### src/rtl/piezo_phase_capture.sv
// Captures the phase of each piezo feedback line against the drive-period counter
// for one armed period. The results are read back over an Avalon-MM slave with read latency 1.
//
// state     | meaning
// IDLE      | not armed
// WAIT_SYNC | armed, waiting for the next period start
// CAPTURE   | latching the first rising edge of each channel for one period
// DONE      | one-cycle frame end, missing count latched
module piezo_phase_capture #(
  parameter int NUM_CH        = 89,
  parameter int PERIOD_CYCLES = 1250,
  parameter int CNT_W         = 11,
  parameter int SYNC_STAGES   = 2
) (
  input  logic              clk,
  input  logic              reset_n,
  input  logic [NUM_CH-1:0] piezo_in,
  input  logic              period_sync,
  input  logic [7:0]        avs_address,
  input  logic              avs_read,
  input  logic              avs_write,
  input  logic [31:0]       avs_writedata,
  output logic [31:0]       avs_readdata,
  output logic              irq
);

  localparam int               MISS_W     = $clog2(NUM_CH + 1);
  localparam int               IDX_W      = $clog2(NUM_CH);
  localparam logic [CNT_W-1:0] CNT_LAST   = CNT_W'(PERIOD_CYCLES - 1);
  localparam logic [7:0]       PHASE_BASE = 8'h10;
  localparam logic [8:0]       PHASE_END  = 9'(16 + NUM_CH);

  typedef enum logic [1:0] {
    IDLE      = 2'd0,
    WAIT_SYNC = 2'd1,
    CAPTURE   = 2'd2,
    DONE      = 2'd3
  } state_t;

  state_t                              state, state_nxt;
  logic [CNT_W-1:0]                    cnt;
  logic                                period_start;
  logic [SYNC_STAGES-1:0][NUM_CH-1:0]  sync_q;
  logic [NUM_CH-1:0]                   prev;
  logic [NUM_CH-1:0]                   rise;
  logic [NUM_CH-1:0]                   cap;
  logic [NUM_CH-1:0]                   valid;
  logic [CNT_W-1:0]                    phase [NUM_CH];
  logic [MISS_W-1:0]                   missing;
  logic [MISS_W-1:0]                   miss_cnt;
  logic                                irq_en;
  logic                                continuous;
  logic                                done;
  logic                                busy;
  logic                                clear_frame;
  logic                                end_frame;
  logic                                wr_ctrl;
  logic                                wr_status;
  logic                                arm;
  logic                                in_phase_range;
  logic [IDX_W-1:0]                    phase_idx;
  logic [31:0]                         rd_mux;
  logic                                unused_wdata;

  assign unused_wdata = ^avs_writedata[31:3];

  assign period_start = period_sync | (cnt == CNT_LAST);

  always_ff @(posedge clk or negedge reset_n) begin
    if (!reset_n) begin
      cnt <= '0;
    end else if (period_start) begin
      cnt <= '0;
    end else begin
      cnt <= cnt + CNT_W'(1);
    end
  end

  always_ff @(posedge clk or negedge reset_n) begin
    if (!reset_n) begin
      sync_q <= '0;
      prev   <= '0;
    end else begin
      sync_q[0] <= piezo_in;
      for (int s = 1; s < SYNC_STAGES; s++) begin
        sync_q[s] <= sync_q[s-1];
      end
      prev <= sync_q[SYNC_STAGES-1];
    end
  end

  assign rise = sync_q[SYNC_STAGES-1] & ~prev;
  assign cap  = (state == CAPTURE) ? (rise & ~valid) : '0;

  assign wr_ctrl   = avs_write && (avs_address == 8'h00);
  assign wr_status = avs_write && (avs_address == 8'h01);
  assign arm       = wr_ctrl && avs_writedata[0];
  assign busy      = (state != IDLE);

  always_ff @(posedge clk or negedge reset_n) begin
    if (!reset_n) begin
      state <= IDLE;
    end else begin
      state <= state_nxt;
    end
  end

  always_comb begin
    state_nxt   = state;
    clear_frame = 1'b0;
    end_frame   = 1'b0;
    case (state)
      IDLE: begin
        if (arm) begin
          state_nxt   = WAIT_SYNC;
          clear_frame = 1'b1;
        end
      end
      WAIT_SYNC: begin
        if (period_start) state_nxt = CAPTURE;
      end
      CAPTURE: begin
        if (period_start) begin
          state_nxt = DONE;
          end_frame = 1'b1;
        end
      end
      DONE: begin
        if (continuous) begin
          state_nxt   = WAIT_SYNC;
          clear_frame = 1'b1;
        end else begin
          state_nxt = IDLE;
        end
      end
      default: state_nxt = IDLE;
    endcase
  end

  // Edges captured in the closing cycle still count as present.
  always_comb begin
    miss_cnt = '0;
    for (int i = 0; i < NUM_CH; i++) begin
      if (!valid[i] && !cap[i]) miss_cnt = miss_cnt + MISS_W'(1);
    end
  end

  always_ff @(posedge clk or negedge reset_n) begin
    if (!reset_n) begin
      valid <= '0;
      for (int i = 0; i < NUM_CH; i++) phase[i] <= '0;
    end else if (clear_frame) begin
      valid <= '0;
      for (int i = 0; i < NUM_CH; i++) phase[i] <= '0;
    end else begin
      for (int i = 0; i < NUM_CH; i++) begin
        if (cap[i]) begin
          valid[i] <= 1'b1;
          phase[i] <= cnt;
        end
      end
    end
  end

  always_ff @(posedge clk or negedge reset_n) begin
    if (!reset_n) begin
      missing <= '0;
    end else if (clear_frame) begin
      missing <= '0;
    end else if (end_frame) begin
      missing <= miss_cnt;
    end
  end

  always_ff @(posedge clk or negedge reset_n) begin
    if (!reset_n) begin
      irq_en     <= 1'b0;
      continuous <= 1'b0;
    end else if (wr_ctrl) begin
      irq_en     <= avs_writedata[1];
      continuous <= avs_writedata[2];
    end
  end

  // A frame end in the same cycle as a clear keeps done set.
  always_ff @(posedge clk or negedge reset_n) begin
    if (!reset_n) begin
      done <= 1'b0;
    end else if (end_frame) begin
      done <= 1'b1;
    end else if (wr_status && avs_writedata[1]) begin
      done <= 1'b0;
    end
  end

  always_ff @(posedge clk or negedge reset_n) begin
    if (!reset_n) begin
      irq <= 1'b0;
    end else begin
      irq <= done & irq_en;
    end
  end

  assign in_phase_range = ({1'b0, avs_address} >= {1'b0, PHASE_BASE}) &&
                          ({1'b0, avs_address} < PHASE_END);
  assign phase_idx      = IDX_W'(avs_address - PHASE_BASE);

  always_comb begin
    rd_mux = '0;
    case (avs_address)
      8'h00: rd_mux[2:0] = {continuous, irq_en, 1'b0};
      8'h01: rd_mux[3:0] = {state, done, busy};
      8'h02: rd_mux[MISS_W-1:0] = missing;
      8'h03: rd_mux = {8'd0, 8'(NUM_CH), 16'(PERIOD_CYCLES)};
      default: begin
        if (in_phase_range) begin
          rd_mux[31]        = valid[phase_idx];
          rd_mux[CNT_W-1:0] = phase[phase_idx];
        end
      end
    endcase
  end

  always_ff @(posedge clk or negedge reset_n) begin
    if (!reset_n) begin
      avs_readdata <= '0;
    end else if (avs_read) begin
      avs_readdata <= rd_mux;
    end
  end

endmodule
### config.mk
export PLATFORM = sky130hd
export DESIGN_NAME = piezo_phase_capture
export DESIGN_NICKNAME = d
export VERILOG_FILES = /design/src/rtl/piezo_phase_capture.sv
export SDC_FILE = /design/constraint.sdc
export NUM_CORES = 2
export LEC_CHECK = 0
export CAP_MARGIN = 20
export CORE_AREA = 2 2 417 419
export DETAILED_ROUTE_END_ITERATION = 16
export DIE_AREA = 0 0 419 421
export SYNTH_ARGS = -nofsm -noshare
export SYNTH_HDL_FRONTEND = slang
export SYNTH_SLANG_ARGS = --single-unit
### constraint.sdc
create_clock -name clk -period 44.2 [get_ports clk]
set_input_delay 6.63 -clock clk [delete_from_list [all_inputs] [get_ports clk]]
set_output_delay 6.63 -clock clk [all_outputs]
set_load 0.02 [all_outputs]
* After elaboration in Yosys (flattened, before gate mapping)
Cells that the tools add are included.
Storage, ports and cells: memories kept 0, bits in latches 0, flip-flop bits (word level) 1391, word-level logic and storage cells 969, output and inout bits 33, bits in writable memories 0, bits of input ports 134, ROM bits 0
Cells by class: reduce and logical (&&, ||, !) cells 371, magnitude comparators 4, div/mod/pow operators 0, bitwise gates (word level) 7, shifts and indexed selects 0, equal/unequal tests 10, multiplexer cells 298, add/sub/neg operators 90, $mul 0
Operators with widths (number):
- 11-bit 2-to-1 mux | 93
- 979-bit 2-to-1 mux | 1
- 7-bit 2-to-1 mux | 90
- 7-bit by 1-bit adder with 7-bit output (second input constant) | 88
- 2-bit nonzero test | 92
- 89-bit bitwise AND | 2
- 1-bit zero test | 178
- 89-bit 2-to-1 mux | 2
- 89-bit NOT | 2
- 1-bit 2-to-1 mux | 100
- 1-bit logical AND | 94
- 11-bit binary-select mux with 7-bit select | 1
- 8-bit by 2-bit == test with 1-bit output (second input constant) | 2
- 12-bit 2-to-1 mux | 1
- 3-bit case mux with 4 select lines | 1
- 11-bit by 1-bit adder with 11-bit output (second input constant) | 1
- 11-bit == test (second input constant) | 1
- 3-bit case mux with 3 select lines | 1
- 8-bit by 1-bit == test with 1-bit output (second input constant) | 1
- 8-bit by 5-bit greater-or-equal comparator with 1-bit output (second input constant) | 1
- 8-bit greater-or-equal comparator (second input constant) | 1
- 8-bit zero test | 1
- 7-bit by 8-bit less-than comparator with 1-bit output (second input constant) | 1
- 8-bit by 7-bit less-than comparator with 1-bit output (second input constant) | 1
- other kinds (18) | 24

* Longest topological paths before layout
depth after elaboration 185, depth in mapped cells 267, depth with buffers taken out 265

* Worst setup path after synthesis
Ideal clock, no wire load.
kind reg2reg, start point reg state[0], end point reg missing[6], setup slack 0.467 ns, stages on the path, launching flop included 259, data arrival time 43.597 ns, setup time 0.136 ns, path buffers 2, required time 44.064 ns, period minus slack after synthesis 43.733 ns, cells stage by stage dfrtp_1 inv_1 ha_1 buf_2 buf_6 nand3b_1 nand2b_1 inv_1 ha_1 and4b_1 a211oi_4 inv_1 ha_1 nor3_1 nor2_1 xnor2_1 a21oi_1 ha_1 [... 223 more ...] a21oi_1 ha_1 o31a_1 ha_1 mux2_2 ha_1 mux2_2 ha_1 mux2i_1 inv_1 ha_1 nand2_1 nor3b_1 a211oi_1 nor2_1 nand2_1 xnor2_1 a21oi_1
On the way: word-level cells in the longest chain between the ends 183, elaborated cells on any way between the ends 364, those cells by class add/sub (88); eq/ne (2); mux (94); reduce/logical (180)
Ends and longest elaborated chain:
- start, declared | RTL line 40 | state_t state, state_nxt;
- start signal, assigned | RTL line 104 | state <= state_nxt;
- 2-bit == test | RTL line 93, 112
- 89-bit 2-to-1 mux | RTL line 93 | assign cap = (state == CAPTURE) ? (rise & ~valid) : '0;
- 1-bit zero test | RTL line 144 | if (!valid[i] && !cap[i]) miss_cnt = miss_cnt + MISS_W'(1);
- 1-bit logical AND | RTL line 144
- 1-bit 2-to-1 mux | RTL line 144
- 7-bit by 1-bit adder with 7-bit output | RTL line 144
- 7-bit 2-to-1 mux | RTL line 144
- 7-bit by 1-bit adder with 7-bit output | RTL line 144
- [... 167 more ...]
- 7-bit by 1-bit adder with 7-bit output | RTL line 144
- 7-bit 2-to-1 mux | RTL line 144
- 7-bit by 1-bit adder with 7-bit output | RTL line 144
- 7-bit 2-to-1 mux | RTL line 144
- 7-bit by 1-bit adder with 7-bit output | RTL line 144
- 7-bit 2-to-1 mux | RTL line 144
- 7-bit 2-to-1 mux | RTL line 170 | end else if (end_frame) begin
- 7-bit 2-to-1 mux | RTL line 168 | end else if (clear_frame) begin
- end signal, assigned | RTL line 171 | missing <= miss_cnt;
- end, declared | RTL line 49 | logic [MISS_W-1:0] missing;
Parallel ways exist; a longest one is shown, timed or not. The select of a mux whose other input is x is not followed. A chain may end at the register's enable or synchronous reset.

* Final worst setup path
start point reg state[0], end point reg missing[4]
The elaborated chain is that of the path after synthesis.

==> key figures <==
Routing
  – Post-Route WL: 224000 um
  – DRC viols: 0
  – Pre-antenna DRT Iters: 5
  – Drt wl/cell: 20.6 um
  – Routed Antenna Nets: 0
  – 1st-iter DRT viols: 5560
  – Vias: 61.3k
  – Avg Vias per Cell: 5.64

Flow run
  – MaxCap Viol Count: 0

Final layout
  – Layout cells sized above 1: 18.7%
  – Area delta synth->final: 17.8%
  – Fill count: 15.3k
  – # nets final: 8648
  – Non-filler cells, final: 10.9k

Yosys
  – Xor/xnor cell area share of the yosys netlist: 7.85%
  – Cells after Synth: 8158
  – Synth cell types: 114
  – Sequential element share of the synthesized area: 44.7%
  – Register bit total from synthesis: 1372
  – Area fraction in compound gates after synthesis: 11.6%
  – Yosys top cell area share: 44.7%
  – Largest family of logic cells by synthesized area: simple AND/OR/NAND/NOR gates
  – Synthesized area: 76800 um^2
  – Adder-cell area share of the yosys netlist: 1.64%
  – Synth top cells by count: nand2_1, dfrtp_1, a21oi_1, clkbuf_1, nor2_1
  – Yosys Warn Count: 0
  – Top post-synthesis cells by area: dfrtp_1, nand2_1, mux4_2, a21oi_1, xnor2_1
  – Top-count cell post-synth: nand2_1
  – Synth area leader: dfrtp_1
  – Most common flop cell mapped by yosys: dfrtp_1
  – Mean Syn Cell Area: 9.41 um^2
  – Mux cell area share after synthesis: 10.9%
  – Async set or reset register ratio after synthesis: 100%
  – Post-synth EDFFs: 0
  – Post-Synth Simple-Gate Area: 19.7%

Timing
  – Final setup vio count: 0
  – Setup TNS: 0 ns
  – Worst Hold Margin: 0.331 ns
  – Tcrit/Tclk final: 98.7%
  – Slew HR: 5.37%
  – Final Critical Period: 43.63 ns
  – Max-slew violation count: 0
  – Worst Max-Slew Pin Slew: 1.41 ns
  – Final Hold Fails: 0
  – RSZ-0062 raised after global routing: yes
  – Final Worst Setup Slack: 0.572 ns
  – Clock skew: 0.0352 ns
  – Top achievable clock speed: 0.0229 GHz

Setup path
  – Worst path most repeated cell: ha_1
  – Startpoint Class: register
  – CP max stage delay: 0.40 ns
  – Crit Path Class: register to register
  – Critical Path End Type: register
  – CP required: 44.84 ns
  – CP max stage cell: a311o_1
  – Critical path fanouts, max: 5
  – Crit path DAT: 44.27 ns

GRT
  – Met2 Use GR: 41.2%
  – First-pass GRT wire length: 351000 um
  – Initial antenna violation count: 9
  – Met1 Use GR: 33.9%
  – Grt peak-use layer: met2
  – Grt ovf: 0
  – GRT Overall Usage: 25.1%
  – Met3 Use GR: 3.46%
  – Number of global-route vias before repair: 61.2k
  – Pin count of the biggest net entering global routing: 235

Die
  – Io pins: 167
  – Starting Density: 44.5%
  – Die Y: 421 um
  – Row count: 153
  – Full die area: 176000 um^2
  – Die width: 419 um
  – CORE AREA: 172000 um^2

Clock network
  – CTS tree: built
  – Root Driver: clkbuf_16
  – CTS Buf Count: 156
  – Htree depth: 4
  – Longest Clk Path Bufs: 3
  – Post-CTS Hold Buffers: 0
  – Sink Count: 1372
  – Clk slew on worst S/H paths: 0.06 ns
  – Clk Latency, worst-skew pair: 0.81 ns

Place
  – Final HPWL DP: 147000 um
  – Inst Count DP: 10.4k
  – GPL Wtd Cong: 0.875
  – Port Buf Inserts: 121
  – Post-place setup slack: -2.74 ns

Hold path
  – Worst Hold Class: register to register

Outcome
  – Run status: completed
## cell type report
type / instances / area, um^2 / share of cell area, %
Clock buffer: 229 / 4550 / 5.03
Antenna cell: 6 / 15.0 / 0.0166
Sequential cell: 1372 / 34400 / 38.0
Clock inverter: 55 / 716 / 0.791
Multi-Input combinational cell: 6103 / 42000 / 46.4
Inverter: 110 / 414 / 0.458
Tap cell: 2325 / 2910 / 3.22
Timing Repair Buffer: 672 / 5540 / 6.12
## per-layer routing
| layer | routed length [um] | share of wire, % |
|---|---|---|
| met3 | 11400 | 5.1 |
| met1 | 95900 | 43 |
| met4 | 7810 | 3.5 |
| met2 | 109000 | 49 |
| met5 | 26 | 0.012 |
## registers in the layout, indices dropped and copies added, names as in the netlist
signal	flops
avs_readdata	13
cnt	11
continuous	1
done	1
irq	1
irq_en	1
missing	7
phase	979
prev	89
state	2
sync_q	178
valid	89
## logic make-up after synthesis
group,Yosys count
XOR/XNOR,559
buffers and inverters,698
adder cells (fa/ha/maj),101
multiplexers,415
other,1
AND/OR/NAND/NOR,3421
flip-flops,1372
AO/OA/AOI/OAI,1591
## critical path: cells and delay by family, from the launching register on
kind / cells / cell delay, ns
fa+ha+maj: 46 / 12.69
buf+inv: 28 / 2.96
flops: 1 / 0.38
mux: 9 / 2.17
simple gates: 59 / 6.52
compound gates: 90 / 13.34
xor+xnor: 35 / 5.23
## what timing repair did
item	4_1_cts	5_1_grt
endpoints found under the setup margin	6	6
buffers inserted	86	52
hold endpoints to repair	0	0
resized for setup	140	220
gates cloned	0	0
pin swaps	116	163
## through the flow
| step | instance area, um^2 | utilization, % |
|---|---|---|
| floorplan | 76900 | - |
| global placement | 82500 | 47.8 |
| detailed placement | 82500 | 47.8 |
| CTS | 89000 | 51.6 |
| global route | 90500 | 52.5 |
| finish | 90500 | 52.5 |
## path summary, 6_finish.rpt
kind	start	to	slack, ns	depth (start not counted)
min in group asynchronous	reset_n	sync_q[35]$_DFF_PN0_	5.86	1
max reg2reg	state[0]$_DFFE_PN0P_	missing[4]$_DFFE_PN0P_	0.57	267
min reg2reg	sync_q[32]$_DFF_PN0_	sync_q[121]$_DFF_PN0_	0.33	0
max	state[0]$_DFFE_PN0P_	missing[4]$_DFFE_PN0P_	0.57	267
min	sync_q[32]$_DFF_PN0_	sync_q[121]$_DFF_PN0_	0.33	0
max in group asynchronous	reset_n	phase[808]$_DFFE_PN0P_	33.90	7
## placed cells by master (no fill, tap or decap), types with 96 or more instances in the layout
cell type,netlist,layout
nand2_1,2253,2236
dfrtp_1,1372,1361
a21oi_1,1146,1099
buf_4,20,537
nor2_1,443,412
mux4_2,336,336
xnor2_1,350,324
clkbuf_16,0,157
xor2_1,119,117
clkdlybuf4s50_1,0,115
nand3_1,117,114
o21ai_0,136,96
Power is not shown: default switching activity piles up to over one toggle a cycle in this logic, so the estimate is an artifact.
